[src/rtl/cam_cfg_seq.sv]
`timescale 1ns/1ps
`default_nettype none
// ============================================================================
// Module  : cam_cfg_seq
// Purpose : Camera register-init sequencer. Walks a synchronous ROM of
//           {reg_addr[15:0], reg_data[7:0]} entries and issues one 24-bit
//           SCCB/I2C write per entry, with NACK retry, delay markers
//           (reg_addr 16'hFFFE) and an end marker (reg_addr 16'hFFFF).
// Options : CAM_CFG_TIMEOUT_EN - per-write watchdog over WAIT_DONE+RELEASE.
// Revision: 1.0 - initial release
// ============================================================================
module cam_cfg_seq #(
    parameter int          NUM_REGS    = 256,
    parameter int          MAX_RETRY   = 3,
    parameter int          DELAY_UNIT  = 25000,
    parameter logic [19:0] TIMEOUT_CYC = 20'd800000
) (
    input  logic                          meg25,
    input  logic                          reset,
    input  logic                          start,
    output logic [$clog2(NUM_REGS)-1:0]   rom_addr,
    input  logic [23:0]                   rom_data,
    output logic [23:0]                   send_dat,
    output logic                          sendit,
    input  logic                          i2c_done,
    input  logic                          i2c_ack,
    output logic                          i2c_reset,
    output logic                          busy,
    output logic                          cfg_done,
    output logic                          cfg_err,
    output logic [$clog2(NUM_REGS)-1:0]   err_index
);

    localparam int C_AW = $clog2(NUM_REGS);
    localparam int C_RW = (MAX_RETRY < 1) ? 1 : $clog2(MAX_RETRY + 1);
    localparam int C_UW = $clog2(DELAY_UNIT + 1);

    localparam logic [C_AW-1:0] C_LAST_ADDR = C_AW'(NUM_REGS - 1);
    localparam logic [C_RW-1:0] C_MAX_RETRY = C_RW'(MAX_RETRY);
    localparam logic [C_UW-1:0] C_UNIT_LAST = C_UW'(DELAY_UNIT - 1);

    localparam logic [3:0] S_IDLE      = 4'd0;
    localparam logic [3:0] S_FETCH     = 4'd1;
    localparam logic [3:0] S_DECODE    = 4'd2;
    localparam logic [3:0] S_SEND      = 4'd3;
    localparam logic [3:0] S_WAIT_DONE = 4'd4;
    localparam logic [3:0] S_RELEASE   = 4'd5;
    localparam logic [3:0] S_DELAY     = 4'd6;
    localparam logic [3:0] S_DONE      = 4'd7;
    localparam logic [3:0] S_ERROR     = 4'd8;

    logic [3:0]      state_q,     state_d;
    logic [C_AW-1:0] rom_addr_q,  rom_addr_d;
    logic [23:0]     send_dat_q,  send_dat_d;
    logic            sendit_q,    sendit_d;
    logic            i2c_reset_q, i2c_reset_d;
    logic            busy_q,      busy_d;
    logic            cfg_done_q,  cfg_done_d;
    logic            cfg_err_q,   cfg_err_d;
    logic [C_AW-1:0] err_index_q, err_index_d;
    logic [C_RW-1:0] retry_q,     retry_d;
    logic            ack_q,       ack_d;
    logic [7:0]      dly_ticks_q, dly_ticks_d;
    logic [C_UW-1:0] unit_q,      unit_d;

    logic [15:0]     w_reg_addr;
    logic [7:0]      w_reg_data;
    logic            w_advance;

    assign w_reg_addr = rom_data[23:8];
    assign w_reg_data = rom_data[7:0];

`ifdef CAM_CFG_TIMEOUT_EN
    logic [19:0]     wd_q, wd_d;
`else
    // Watchdog limit is only meaningful when the watchdog is built in.
    localparam logic [19:0] C_UNUSED_TIMEOUT = TIMEOUT_CYC;
`endif

    // Next-state logic: sequencing, retry decisions, delay timing and watchdog.
    always_comb begin
        state_d     = state_q;
        rom_addr_d  = rom_addr_q;
        send_dat_d  = send_dat_q;
        sendit_d    = sendit_q;
        i2c_reset_d = 1'b0;
        busy_d      = busy_q;
        cfg_done_d  = cfg_done_q;
        cfg_err_d   = cfg_err_q;
        err_index_d = err_index_q;
        retry_d     = retry_q;
        ack_d       = ack_q;
        dly_ticks_d = dly_ticks_q;
        unit_d      = unit_q;
        w_advance   = 1'b0;

        case (state_q)
            // DONE and ERROR are resting states; start re-runs from entry 0.
            S_IDLE, S_DONE, S_ERROR: begin
                if (start) begin
                    cfg_done_d = 1'b0;
                    cfg_err_d  = 1'b0;
                    rom_addr_d = '0;
                    busy_d     = 1'b1;
                    state_d    = S_FETCH;
                end
            end
            S_FETCH: begin
                state_d = S_DECODE;
            end
            S_DECODE: begin
                if (w_reg_addr == 16'hFFFF) begin
                    busy_d     = 1'b0;
                    cfg_done_d = 1'b1;
                    state_d    = S_DONE;
                end else if (w_reg_addr == 16'hFFFE) begin
                    if (w_reg_data == 8'd0) begin
                        w_advance = 1'b1;
                    end else begin
                        dly_ticks_d = w_reg_data;
                        unit_d      = '0;
                        state_d     = S_DELAY;
                    end
                end else begin
                    send_dat_d  = rom_data;
                    i2c_reset_d = 1'b1;
                    retry_d     = '0;
                    state_d     = S_SEND;
                end
            end
            S_SEND: begin
                sendit_d = 1'b1;
                state_d  = S_WAIT_DONE;
            end
            S_WAIT_DONE: begin
                if (i2c_done) begin
                    ack_d    = i2c_ack;
                    sendit_d = 1'b0;
                    state_d  = S_RELEASE;
                end
            end
            // Holding here until done clears guarantees a sendit-low gap.
            S_RELEASE: begin
                if (!i2c_done) begin
                    if (!ack_q) begin
                        w_advance = 1'b1;
                    end else if (retry_q < C_MAX_RETRY) begin
                        retry_d     = retry_q + 1'b1;
                        i2c_reset_d = 1'b1;
                        state_d     = S_SEND;
                    end else begin
                        err_index_d = rom_addr_q;
                        busy_d      = 1'b0;
                        cfg_err_d   = 1'b1;
                        state_d     = S_ERROR;
                    end
                end
            end
            S_DELAY: begin
                if (unit_q == C_UNIT_LAST) begin
                    unit_d = '0;
                    if (dly_ticks_q == 8'd1) begin
                        w_advance = 1'b1;
                    end else begin
                        dly_ticks_d = dly_ticks_q - 8'd1;
                    end
                end else begin
                    unit_d = unit_q + 1'b1;
                end
            end
            default: begin
                sendit_d = 1'b0;
                busy_d   = 1'b0;
                state_d  = S_IDLE;
            end
        endcase

        // The last ROM slot ends the sequence instead of wrapping to entry 0.
        if (w_advance) begin
            if (rom_addr_q == C_LAST_ADDR) begin
                busy_d     = 1'b0;
                cfg_done_d = 1'b1;
                state_d    = S_DONE;
            end else begin
                rom_addr_d = rom_addr_q + 1'b1;
                state_d    = S_FETCH;
            end
        end

`ifdef CAM_CFG_TIMEOUT_EN
        wd_d = wd_q;
        if (state_q == S_SEND) begin
            wd_d = '0;
        end else if ((state_q == S_WAIT_DONE) || (state_q == S_RELEASE)) begin
            if (wd_q == (TIMEOUT_CYC - 20'd1)) begin
                // A stuck writer is fatal: no retry, overrides any other outcome.
                sendit_d    = 1'b0;
                i2c_reset_d = 1'b0;
                rom_addr_d  = rom_addr_q;
                err_index_d = rom_addr_q;
                busy_d      = 1'b0;
                cfg_done_d  = cfg_done_q;
                cfg_err_d   = 1'b1;
                state_d     = S_ERROR;
            end else begin
                wd_d = wd_q + 20'd1;
            end
        end
`endif
    end

    // State and output registers with synchronous active-high reset.
    always_ff @(posedge meg25) begin
        if (reset) begin
            state_q     <= S_IDLE;
            rom_addr_q  <= '0;
            send_dat_q  <= '0;
            sendit_q    <= 1'b0;
            i2c_reset_q <= 1'b0;
            busy_q      <= 1'b0;
            cfg_done_q  <= 1'b0;
            cfg_err_q   <= 1'b0;
            err_index_q <= '0;
            retry_q     <= '0;
            ack_q       <= 1'b0;
            dly_ticks_q <= '0;
            unit_q      <= '0;
`ifdef CAM_CFG_TIMEOUT_EN
            wd_q        <= '0;
`endif
        end else begin
            state_q     <= state_d;
            rom_addr_q  <= rom_addr_d;
            send_dat_q  <= send_dat_d;
            sendit_q    <= sendit_d;
            i2c_reset_q <= i2c_reset_d;
            busy_q      <= busy_d;
            cfg_done_q  <= cfg_done_d;
            cfg_err_q   <= cfg_err_d;
            err_index_q <= err_index_d;
            retry_q     <= retry_d;
            ack_q       <= ack_d;
            dly_ticks_q <= dly_ticks_d;
            unit_q      <= unit_d;
`ifdef CAM_CFG_TIMEOUT_EN
            wd_q        <= wd_d;
`endif
        end
    end

    assign rom_addr  = rom_addr_q;
    assign send_dat  = send_dat_q;
    assign sendit    = sendit_q;
    assign i2c_reset = i2c_reset_q;
    assign busy      = busy_q;
    assign cfg_done  = cfg_done_q;
    assign cfg_err   = cfg_err_q;
    assign err_index = err_index_q;

endmodule
`default_nettype wire
[config.mk]
export PLATFORM = sky130hd
export DESIGN_NAME = cam_cfg_seq
export DESIGN_NICKNAME = d
export VERILOG_FILES = /design/src/rtl/cam_cfg_seq.sv
export SDC_FILE = /design/constraint.sdc
export NUM_CORES = 1
export LEC_CHECK = 0
export CAP_MARGIN = 20
export CORE_MARGIN = 2
export CORE_UTILIZATION = 52
export DETAILED_ROUTE_END_ITERATION = 16
export GPL_TIMING_DRIVEN = 0
export PLACE_DENSITY = 0.81
export SYNTH_ARGS = -nofsm -noshare
export SYNTH_HDL_FRONTEND = slang
export SYNTH_SLANG_ARGS = --single-unit
[constraint.sdc]
create_clock -name meg25 -period 2.6 [get_ports meg25]
set_input_delay 0.39 -clock meg25 [delete_from_list [all_inputs] [get_ports meg25]]
set_output_delay 0.39 -clock meg25 [all_outputs]
set_load 0.03 [all_outputs]
==> impl_metrics.json, run 1 <==
{
  "status": "finished clean",
  "cts_buffers": 9,
  "yosysWarnings": 0,
  "port_buffers": 73,
  "h-tree-depth": 3,
  "worst_path_dominant_cell_family": "simple AND/OR/NAND/NOR gates",
  "first_global_vias": 3485,
  "nets": 597,
  "antenna_found_initial": 0,
  "synth_area_leaders": "dfxtp_1 (41%), nand2_1 (8.9%), a21oi_1 (7.5%)",
  "synth_area_per_cell_um2": 7.68,
  "setup_ws_ps": 145,
  "max_stage_delay_ps": 540,
  "synthesis.area_mm2": 0.00368,
  "initial_core_util_pct": 53.8,
  "dp_slack_ps": -592,
  "clk_latency_ps": 350,
  "ys_ff_latch": 75,
  "dr.pass1.iters": 5,
  "synth_cells": 479,
  "r2r_end": "rom_addr[7]",
  "antennaDiodeCount": 0,
  "startpoint": "unit_q[11]",
  "routed_wl_mm": 10.3,
  "reg2reg_from": "unit_q[11]",
  "postRouteAntennaNets": 0,
  "worst_clock_skew_ps": 6.33,
  "grt_pass1_wl_mm": 16.7,
  "hp-start": "send_dat[0]",
  "clockBufferDepth": 2,
  "avgViaCountPerCell": 5.74,
  "synthDistinctLibCells": 51,
  "crit_path_cell_trace": "or4bb_1, nor4_2, nand3_2, and3_4, buf_6, o21ai_1, o221ai_1",
  "leakagePower_nw": 1.66,
  "gp_congestion": 0.917,
  "crit_path_end_kind": "register",
  "power.total_mw": 3.57,
  "fmax_ghz": 0.407,
  "worst_slew_pin_slew_ps": 722,
  "finalHoldViolCount": 0,
  "relSlewSlack_pct": 51.9,
  "drive_gt1_share_pct": 6.51,
  "vias": 3814,
  "grt_max_degree": 13,
  "synth_edf_count": 0,
  "hp-class": "register to register",
  "root_buffer": "clkbuf_8",
  "synth_nets": 513,
  "synth-async-reset-ratio_pct": 0,
  "cts.sinks": 75,
  "critPathMaxFanout": 10,
  "holdBufCountCts": 0,
  "slowest_stage": "or4bb_1",
  "clkTransAtPathRegs_ps": 80,
  "synth_top_cell_area_share_pct": 40.8,
  "placementRows": 30,
  "worstSetupPathType": "register to register",
  "fin_crit_ps": 2460,
  "grt_setup_unrepaired": "no",
  "maxSlewViolCount": 0,
  "dp.cells": 648,
  "peakVddDrop_uv": 457,
  "regToRegSetupSlack_ps": 140,
  "drt_iter0_drc": 203,
  "drc": 0,
  "worstRegToRegCells": 7,
  "min_delay_path_depth": 2,
  "post-route-period-util_pct": 94.4,
  "cap_violations": 0,
  "grt-ovfl-total": 0,
  "synth_top_area_cell": "dfxtp_1",
  "power_density_mw_per_mm2": 752,
  "ios": 74,
  "coreArea_mm2": 0.00683,
  "die-area_mm2": 0.00776,
  "synth_ff_type": "dfxtp_1",
  "hold_end": "send_dat[0]",
  "areaGrowthSynthToFinish_pct": 29.1,
  "yosysSeqAreaShare_pct": 40.8,
  "critPathBufInv": 1,
  "cts_tree": "done",
  "die_y_um": 88.1,
  "die_x_um": 88.1,
  "startpoint_type": "register",
  "setup_viol": 0,
  "arrival_ps": 2680,
  "fin_cells": 664,
  "required_ps": 2820,
  "track_usage_pct": 27.5,
  "dp_hpwl_mm": 7.59,
  "post_drt_wl_per_cell_um": 15.5
}
-- flip-flops by register name (all words and copies together), names as in the netlist --
| signal | flops |
|---|---|
| send_dat | 24 |
| unit_q | 15 |
| dly_ticks_q | 8 |
| err_index | 8 |
| rom_addr | 8 |
| state_q | 4 |
| retry_q | 2 |
| ack_q | 1 |
| busy | 1 |
| cfg_done | 1 |
| cfg_err | 1 |
| i2c_reset | 1 |
| sendit | 1 |
-- layout by cell type, fill, tap and decap left out, types with 10 or more instances in the layout --
cell type and instances:
o21ai_0 19, nand3_1 22, a21oi_1 55, nor3_1 10, nand2_1 87, clkdlybuf4s50_1 73
mux2i_1 11, dfxtp_1 75, clkbuf_8 10, nor2_1 50, clkbuf_1 21
-- kinds of logic (layout without fill, tap and decap cells) --
logic type      count (synthesis)  in the layout  synth area share, %
buf+inv                        33            122                 3.91
mux                            11             11                 2.99
simple gates                  236            236                 31.7
compound gates                119            119                 18.9
fa+ha+maj                       5              5                 1.70
flops                          75             75                 40.8
-- cells in the mapped netlist, types with 6 or more instances --
library cell,count
a21oi_1,55
a31oi_1,8
and3_1,8
clkbuf_1,21
dfxtp_1,75
inv_1,6
mux2i_1,11
nand2_1,87
nand2b_1,6
nand3_1,22
nand3b_1,6
nand4_1,9
nor2_1,51
nor3_1,10
nor4_1,7
o21ai_0,19
o21ai_1,8
or3_1,6
-- metrics by stage --
stage	area, um2	TNS [ps]	hold slack (ps)	util (%)
2_1_floorplan	3680	0	439	-
3_3_place_gp	4530	-16070	443	66.3
3_5_place_dp	4530	-17620	448	66.3
4_1_cts	4730	0	458	69.2
5_1_grt	4750	0	475	69.5
6_report	4750	0	457	69.5
-- where the power goes --
part           internal [mW]  switching, mW
Clock                  0.465          0.431
Sequential              1.28          0.107
Combinational          0.493          0.801
Total                   2.23           1.34
-- how the worst max path moves through the flow --
stage / cells after the start / end
floorplan: 9 / dly_ticks_q[6]
global placement: 8 / rom_addr[7]
detailed placement: 8 / rom_addr[7]
CTS: 8 / send_dat[14]
global route: 8 / send_dat[23]
finish: 7 / rom_addr[7]
-- what timing repair did --
| action | in CTS | in global routing |
|---|---|---|
| setup endpoints to repair | 32 | 38 |
| pin swaps | 0 | 0 |
| resized for setup | 1 | 5 |
| buffers inserted | 0 | 0 |
| hold endpoints to repair | 0 | 0 |
-- per-layer routing --
metal	wire (um)	up-vias	share of wire, %	track usage, %
met3	437	18	4.2	4.71
met1	4440	1793	43	35.2
met2	5250	130	51	46.3
met5	0	-	0	0
met4	180	0	1.7	10.5
li1	-	1873	-	-
-- tightest hold or removal path, cell delays in order (launching register included) --
cell,delay [ps]
dfxtp_1,310
nand2_1,50
a21oi_1,50
-- layout make-up --
type | instances | area [um2]
Sequential cell | 75 | 1500
Buffer | 27 | 123
Multi-Input combinational cell | 371 | 2060
Timing Repair Buffer | 73 | 731
Clock inverter | 5 | 52.6
Inverter | 6 | 22.5
Fill cell | 597 | 2080
Clock buffer | 11 | 141
Tap cell | 96 | 120
Power figures use the tool's default switching activity.
==> inputs of run 2 (changes only) <==
--- a/config.mk
+++ b/config.mk
@@ -6,7 +6,8 @@
 export NUM_CORES = 1
 export LEC_CHECK = 0
 export CAP_MARGIN = 20
-export CORE_MARGIN = 2
+export CORE_ASPECT_RATIO = 1.75
+export CORE_MARGIN = 3
 export CORE_UTILIZATION = 52
 export DETAILED_ROUTE_END_ITERATION = 16
 export GPL_TIMING_DRIVEN = 0
==> constraint.sdc (replaced) <==
create_clock -name meg25 -period 2.3 [get_ports meg25]
set_input_delay 0.345 -clock meg25 [delete_from_list [all_inputs] [get_ports meg25]]
set_output_delay 0.345 -clock meg25 [all_outputs]
set_load 0.03 [all_outputs]
==> run 2 against run 1 <==
Clock power rose by 43%. Die area grew 5.1%. Worst setup slack got worse by 120 ps. Final cell count shrank 0.90%. Count of clock-buffer cells in the layout grew 1. Utilization is 3.5 points higher. First-iteration DRC count up 50%. Highest routed layer unchanged.
==> impl_metrics.json, run 2 (synthesis results as in run 1) <==
{
  "fin_crit_ps": 2270,
  "maxSlewViolCount": 0,
  "fmax_ghz": 0.440,
  "drive_gt1_share_pct": 12.4,
  "vias": 3922,
  "critPathMaxFanout": 10,
  "h-tree-depth": 3,
  "clkTransAtPathRegs_ps": 60,
  "leakagePower_nw": 1.78,
  "initial_core_util_pct": 53.6,
  "largest_reg_flops": 24,
  "nets": 603,
  "grt_setup_unrepaired": "yes",
  "dp_hpwl_mm": 8.20,
  "die_x_um": 69.6,
  "post-route-period-util_pct": 98.8,
  "avgViaCountPerCell": 5.96,
  "final_cell_mix": "nand2_1 (87), clkdlybuf4s50_1 (73), dfxtp_1 (69)",
  "placementRows": 40,
  "post_drt_wl_per_cell_um": 17.3,
  "finalHoldViolCount": 0,
  "track_usage_pct": 27.1,
  "holdBufCountCts": 0,
  "power_density_mw_per_mm2": 893,
  "grt_pass1_wl_mm": 17.5,
  "worst_slew_pin_slew_ps": 797,
  "routed_wl_mm": 11.4,
  "hp-class": "register to register",
  "max_stage_delay_ps": 570,
  "dr.pass1.iters": 5,
  "required_ps": 2560,
  "postRouteAntennaNets": 0,
  "cts_tree": "done",
  "arrival_ps": 2530,
  "cap_violations": 0,
  "die_y_um": 117,
  "antenna_found_initial": 0,
  "critPathBufInv": 1,
  "setup_viol": 0,
  "root_buffer": "clkbuf_16",
  "dp_slack_ps": -619,
  "startpoint_type": "register",
  "setup_ws_ps": 28.7,
  "status": "finished clean",
  "clockBufferDepth": 2,
  "cts_buffers": 9,
  "worstSetupPathType": "register to register",
  "final_common_cell": "nand2_1",
  "drc": 0,
  "die-area_mm2": 0.00816,
  "crit_path_end_kind": "register",
  "grt_max_degree": 13,
  "slowest_stage": "or4_4",
  "port_buffers": 73,
  "clk_latency_ps": 340,
  "coreArea_mm2": 0.00686,
  "peakVddDrop_uv": 658,
  "num-fill-cells": 547,
  "antennaDiodeCount": 0,
  "areaGrowthSynthToFinish_pct": 36.0,
  "gp_congestion": 0.922,
  "ios": 74,
  "first_global_vias": 3646,
  "drt_iter0_drc": 304,
  "worst_path_dominant_cell_family": "simple AND/OR/NAND/NOR gates",
  "relSlewSlack_pct": 46.5,
  "grt-ovfl-total": 0,
  "fin_area_mm2": 0.00500,
  "worst_clock_skew_ps": 6.21,
  "crit_path_cell_trace": "or4_4, nor4b_4, nand3_2, and3_4, buf_8, o31a_1, a31oi_1",
  "cts.sinks": 75,
  "dpl-instance-area_mm2": 0.00452
}
run 2: cell types whose count changed in the layout (fill, tap and decap cells not counted), moves of 5 or more:
cell	before	now
dfxtp_2	0	6
buf_4	0	9
clkbuf_8	10	0
clkbuf_1	21	16
clkbuf_16	0	9
dfxtp_1	75	69
clkbuf_2	1	6
run 2: metrics by stage:
step / total power [mW] / hold slack (ps) / instances / TNS [ps] / utilization, %
6_report: 4.47 / 453 / 658 / 0 / 72.9
5_1_grt: 4.66 / 469 / 658 / -189 / 72.9
4_1_cts: 4.35 / 454 / 653 / -83.5 / 70.5
3_5_place_dp: 3.05 / 447 / 637 / -20140 / 65.9
3_3_place_gp: 3.03 / 442 / 636 / -46360 / 65.8
2_1_floorplan: 2.55 / 439 / 479 / 0 / -
run 2: layer usage:
metal / up-vias / GRT usage, % / routed length (um)
li1: 1896 / - / -
met1: 1850 / 27.4 / 4250
met2: 136 / 51.1 / 6190
met3: 40 / 5.98 / 502
met4: 0 / 15.5 / 447
met5: - / 0 / 0
run 2: worst register-to-register path: stages, from the launching register on:
cell and delay, ps:
dfxtp_2 320, or4_4 570, nor4b_4 350, nand3_2 170, and3_4 230, buf_8 140, o31a_1 270, a31oi_1 140
run 2: final cells by class:
cell class	count	area, um2	share of cell area (%)
clock inverters	4	27.5	0.550
plain buffers	24	126	2.53
multi-input cells	371	2180	43.5
well taps	84	105	2.10
flip-flops and latches	75	1510	30.2
inverters	6	22.5	0.450
repair buffers	82	798	16.0
clock buffers	12	236	4.73
run 2: power breakdown:
group / total (mW) / internal [mW] / switching [mW]
sequential: 1.58 / 1.45 / 0.129
clock: 1.28 / 0.729 / 0.548
combinational: 1.61 / 0.641 / 0.970
run 2: final timing paths:
| path | start | to | slack (ps) | cells after the start |
|---|---|---|---|---|
| min | send_dat[16] | send_dat[16] | 450 | 2 |
| max | dly_ticks_q[5] | rom_addr[5] | 30 | 7 |
| min reg2reg | send_dat[16] | send_dat[16] | 450 | 2 |
| max reg2reg | dly_ticks_q[5] | rom_addr[5] | 30 | 7 |
run 2: timing repair:
item / 4_1_cts / 5_1_grt
buffers inserted: 0 / 8
cloned: 0 / 0
gates resized for setup: 14 / 36
pin swaps: 0 / 11
setup endpoints to repair: 39 / 55
==> inputs of run 3 (changes only) <==
--- a/config.mk
+++ b/config.mk
@@ -12,6 +12,7 @@
 export DETAILED_ROUTE_END_ITERATION = 16
 export GPL_TIMING_DRIVEN = 0
 export PLACE_DENSITY = 0.81
+export SETUP_SLACK_MARGIN = 0.4
 export SYNTH_ARGS = -nofsm -noshare
 export SYNTH_HDL_FRONTEND = slang
 export SYNTH_SLANG_ARGS = --single-unit
==> run 3 against run 2 <==
The run now ends with negative setup slack left. Wire length up 61%. Via count rose by 24%. Worst hold slack got worse by 110 ps. Non-clock buffer count increased by 39. Sequential power rose by 3%. Sequential cell count did not move. Critical endpoint is now busy. Largest power group unchanged. Highest routed layer unchanged.
==> impl_metrics.json, run 3 (synthesis results as in run 1) <==
{
  "status": "finished with violations",
  "violations": "negative setup slack",
  "final_cell_mix": "dfxtp_1 (63), clkdlybuf4s50_1 (61), nand2_1 (58)",
  "leakagePower_nw": 2.36,
  "holdBufCountCts": 0,
  "grt_max_degree": 14,
  "cts_tree": "done",
  "multi_input_area_mm2": 0.00277,
  "post-route-period-util_pct": 101,
  "relSlewSlack_pct": 40.6,
  "whs_ps": 340,
  "port_buffers": 73,
  "nets": 644,
  "setup_ws_ps": -20.9,
  "seq_area_mm2": 0.00152,
  "antennaDiodeCount": 0,
  "fin_area_mm2": 0.00622,
  "avgViaCountPerCell": 6.98,
  "placementRows": 40,
  "arrival_ps": 2560,
  "combPwrFrac_pct": 44.7,
  "routed_wl_mm": 18.4,
  "setup_viol": 3,
  "root_buffer": "clkbuf_16",
  "maxSlewViolCount": 0,
  "startpoint_type": "register",
  "clockBufferDepth": 2,
  "grt_pass1_wl_mm": 22.3,
  "cts.sinks": 75,
  "largest_reg_flops": 24,
  "max_stage_delay_ps": 420,
  "h-tree-depth": 3,
  "antenna_found_initial": 0,
  "cts_buffers": 9,
  "ios": 74,
  "die_y_um": 117,
  "slowest_stage": "dfxtp_2",
  "hp-class": "input pin to register",
  "drive_gt1_share_pct": 34.1,
  "worst_clock_skew_ps": 11.9,
  "areaGrowthSynthToFinish_pct": 69.0,
  "tns_ps": -22.3,
  "power_frac_seq_pct": 27.3,
  "die-area_mm2": 0.00816,
  "critPathMaxFanout": 10,
  "net-switching-power_mw": 2.32,
  "post_drt_wl_per_cell_um": 26.3,
  "final_common_cell": "dfxtp_1",
  "worstSetupPathType": "register to register",
  "coreArea_mm2": 0.00686,
  "initial_core_util_pct": 53.6,
  "vias": 4879,
  "crit_path_end_kind": "register",
  "gp_congestion": 0.959,
  "num-fill-cells": 256,
  "drc": 0,
  "worst_path_dominant_cell_family": "simple AND/OR/NAND/NOR gates",
  "critPathBufInv": 1,
  "power_density_mw_per_mm2": 955,
  "postRouteAntennaNets": 0,
  "clkTransAtPathRegs_ps": 60,
  "power.total_mw": 5.94,
  "peakVddDrop_uv": 851,
  "dp_hpwl_mm": 8.21,
  "grt_setup_unrepaired": "yes",
  "crit_path_cell_trace": "clkbuf_1, nor2b_1, nor2b_1, a21oi_1, a21oi_1, o21ai_0, and3_4",
  "finalHoldViolCount": 0,
  "cap_violations": 0,
  "switching_share_pct": 39.1,
  "drt_iter0_drc": 528,
  "required_ps": 2540,
  "dr.pass1.iters": 5,
  "dpl-instance-area_mm2": 0.00456,
  "grt-ovfl-total": 0,
  "die_x_um": 69.6,
  "fin_crit_ps": 2320,
  "first_global_vias": 4301,
  "clkPwrFrac_pct": 28.0,
  "p_int_mw": 3.62,
  "track_usage_pct": 35.1,
  "utilization_pct": 90.7,
  "clk_latency_ps": 350,
  "worst_slew_pin_slew_ps": 891,
  "fmax_ghz": 0.431
}
[run 3: cell count changes in the layout (fill, tap and decap cells not counted), sizes merged]
cell,delta
buf,+38
clkdlybuf4s50,-12
dlymetal6s2s,+7
dlygate4sd2,+5
bufinv,+3
clkinvlp,-3
clkbuf,-1
clkinv,+1
inv,+1
nand3,+1
o22ai,+1
[run 3: through the flow]
stage               instances  setup slack (ps)
finish                    699             -20.9
global route              699             -76.6
CTS                       685               155
detailed placement        636              -811
global placement          636              -731
floorplan                 479               199
[run 3: power groups by stage]
stage / Sequential [mW] / Clock (mW) / Combinational (mW)
CTS: 1.58 / 1.62 / 2.03
global route: 1.63 / 1.70 / 2.73
global placement: 1.59 / 0 / 1.50
detailed placement: 1.60 / 0 / 1.51
finish: 1.62 / 1.66 / 2.65
floorplan: 1.73 / 0 / 0.870
[run 3: routing by layer]
layer  share of wire, %  global-route usage [%]  vias to the layer above
met3                8.3                    6.50                      180
li1                   -                       -                     1981
met5                  0                       0                        -
met2                 50                    65.4                      426
met4                8.8                    23.6                        0
met1                 33                    35.3                     2292
[run 3: final timing paths]
path                            slack, ps          from      endpoint  cells after the start
worst max register to register        -20    state_q[1]          busy                      7
worst min-delay path                  340   rom_data[9]   send_dat[9]                      3
worst max-delay path                  -20    state_q[1]          busy                      7
worst min register to register        480  send_dat[10]  send_dat[10]                      2
[run 3: worst register-to-register path: cells and delay by family (launching register included)]
kind                   cells  cell delay [ps]
flip-flops                 1              420
AND/OR/NAND/NOR            3              880
buffers and inverters      1              340
AO/OA/AOI/OAI              3              580
[run 3: repair_timing]
| action | 4_1_cts | 5_1_grt |
|---|---|---|
| resized for setup | 120 | 119 |
| cloned | 5 | 1 |
| pin swaps | 45 | 41 |
| setup endpoints to repair | 73 | 67 |
| buffers inserted | 28 | 13 |
[run 3: final cells by class]
cell class	instances	area share [%]
repair buffers	118	19.4
inverters	6	0.362
well taps	84	1.69
clock buffers	10	3.68
clock inverters	6	1.81
plain buffers	27	4.07
multi-input cells	373	44.6
flip-flops and latches	75	24.4
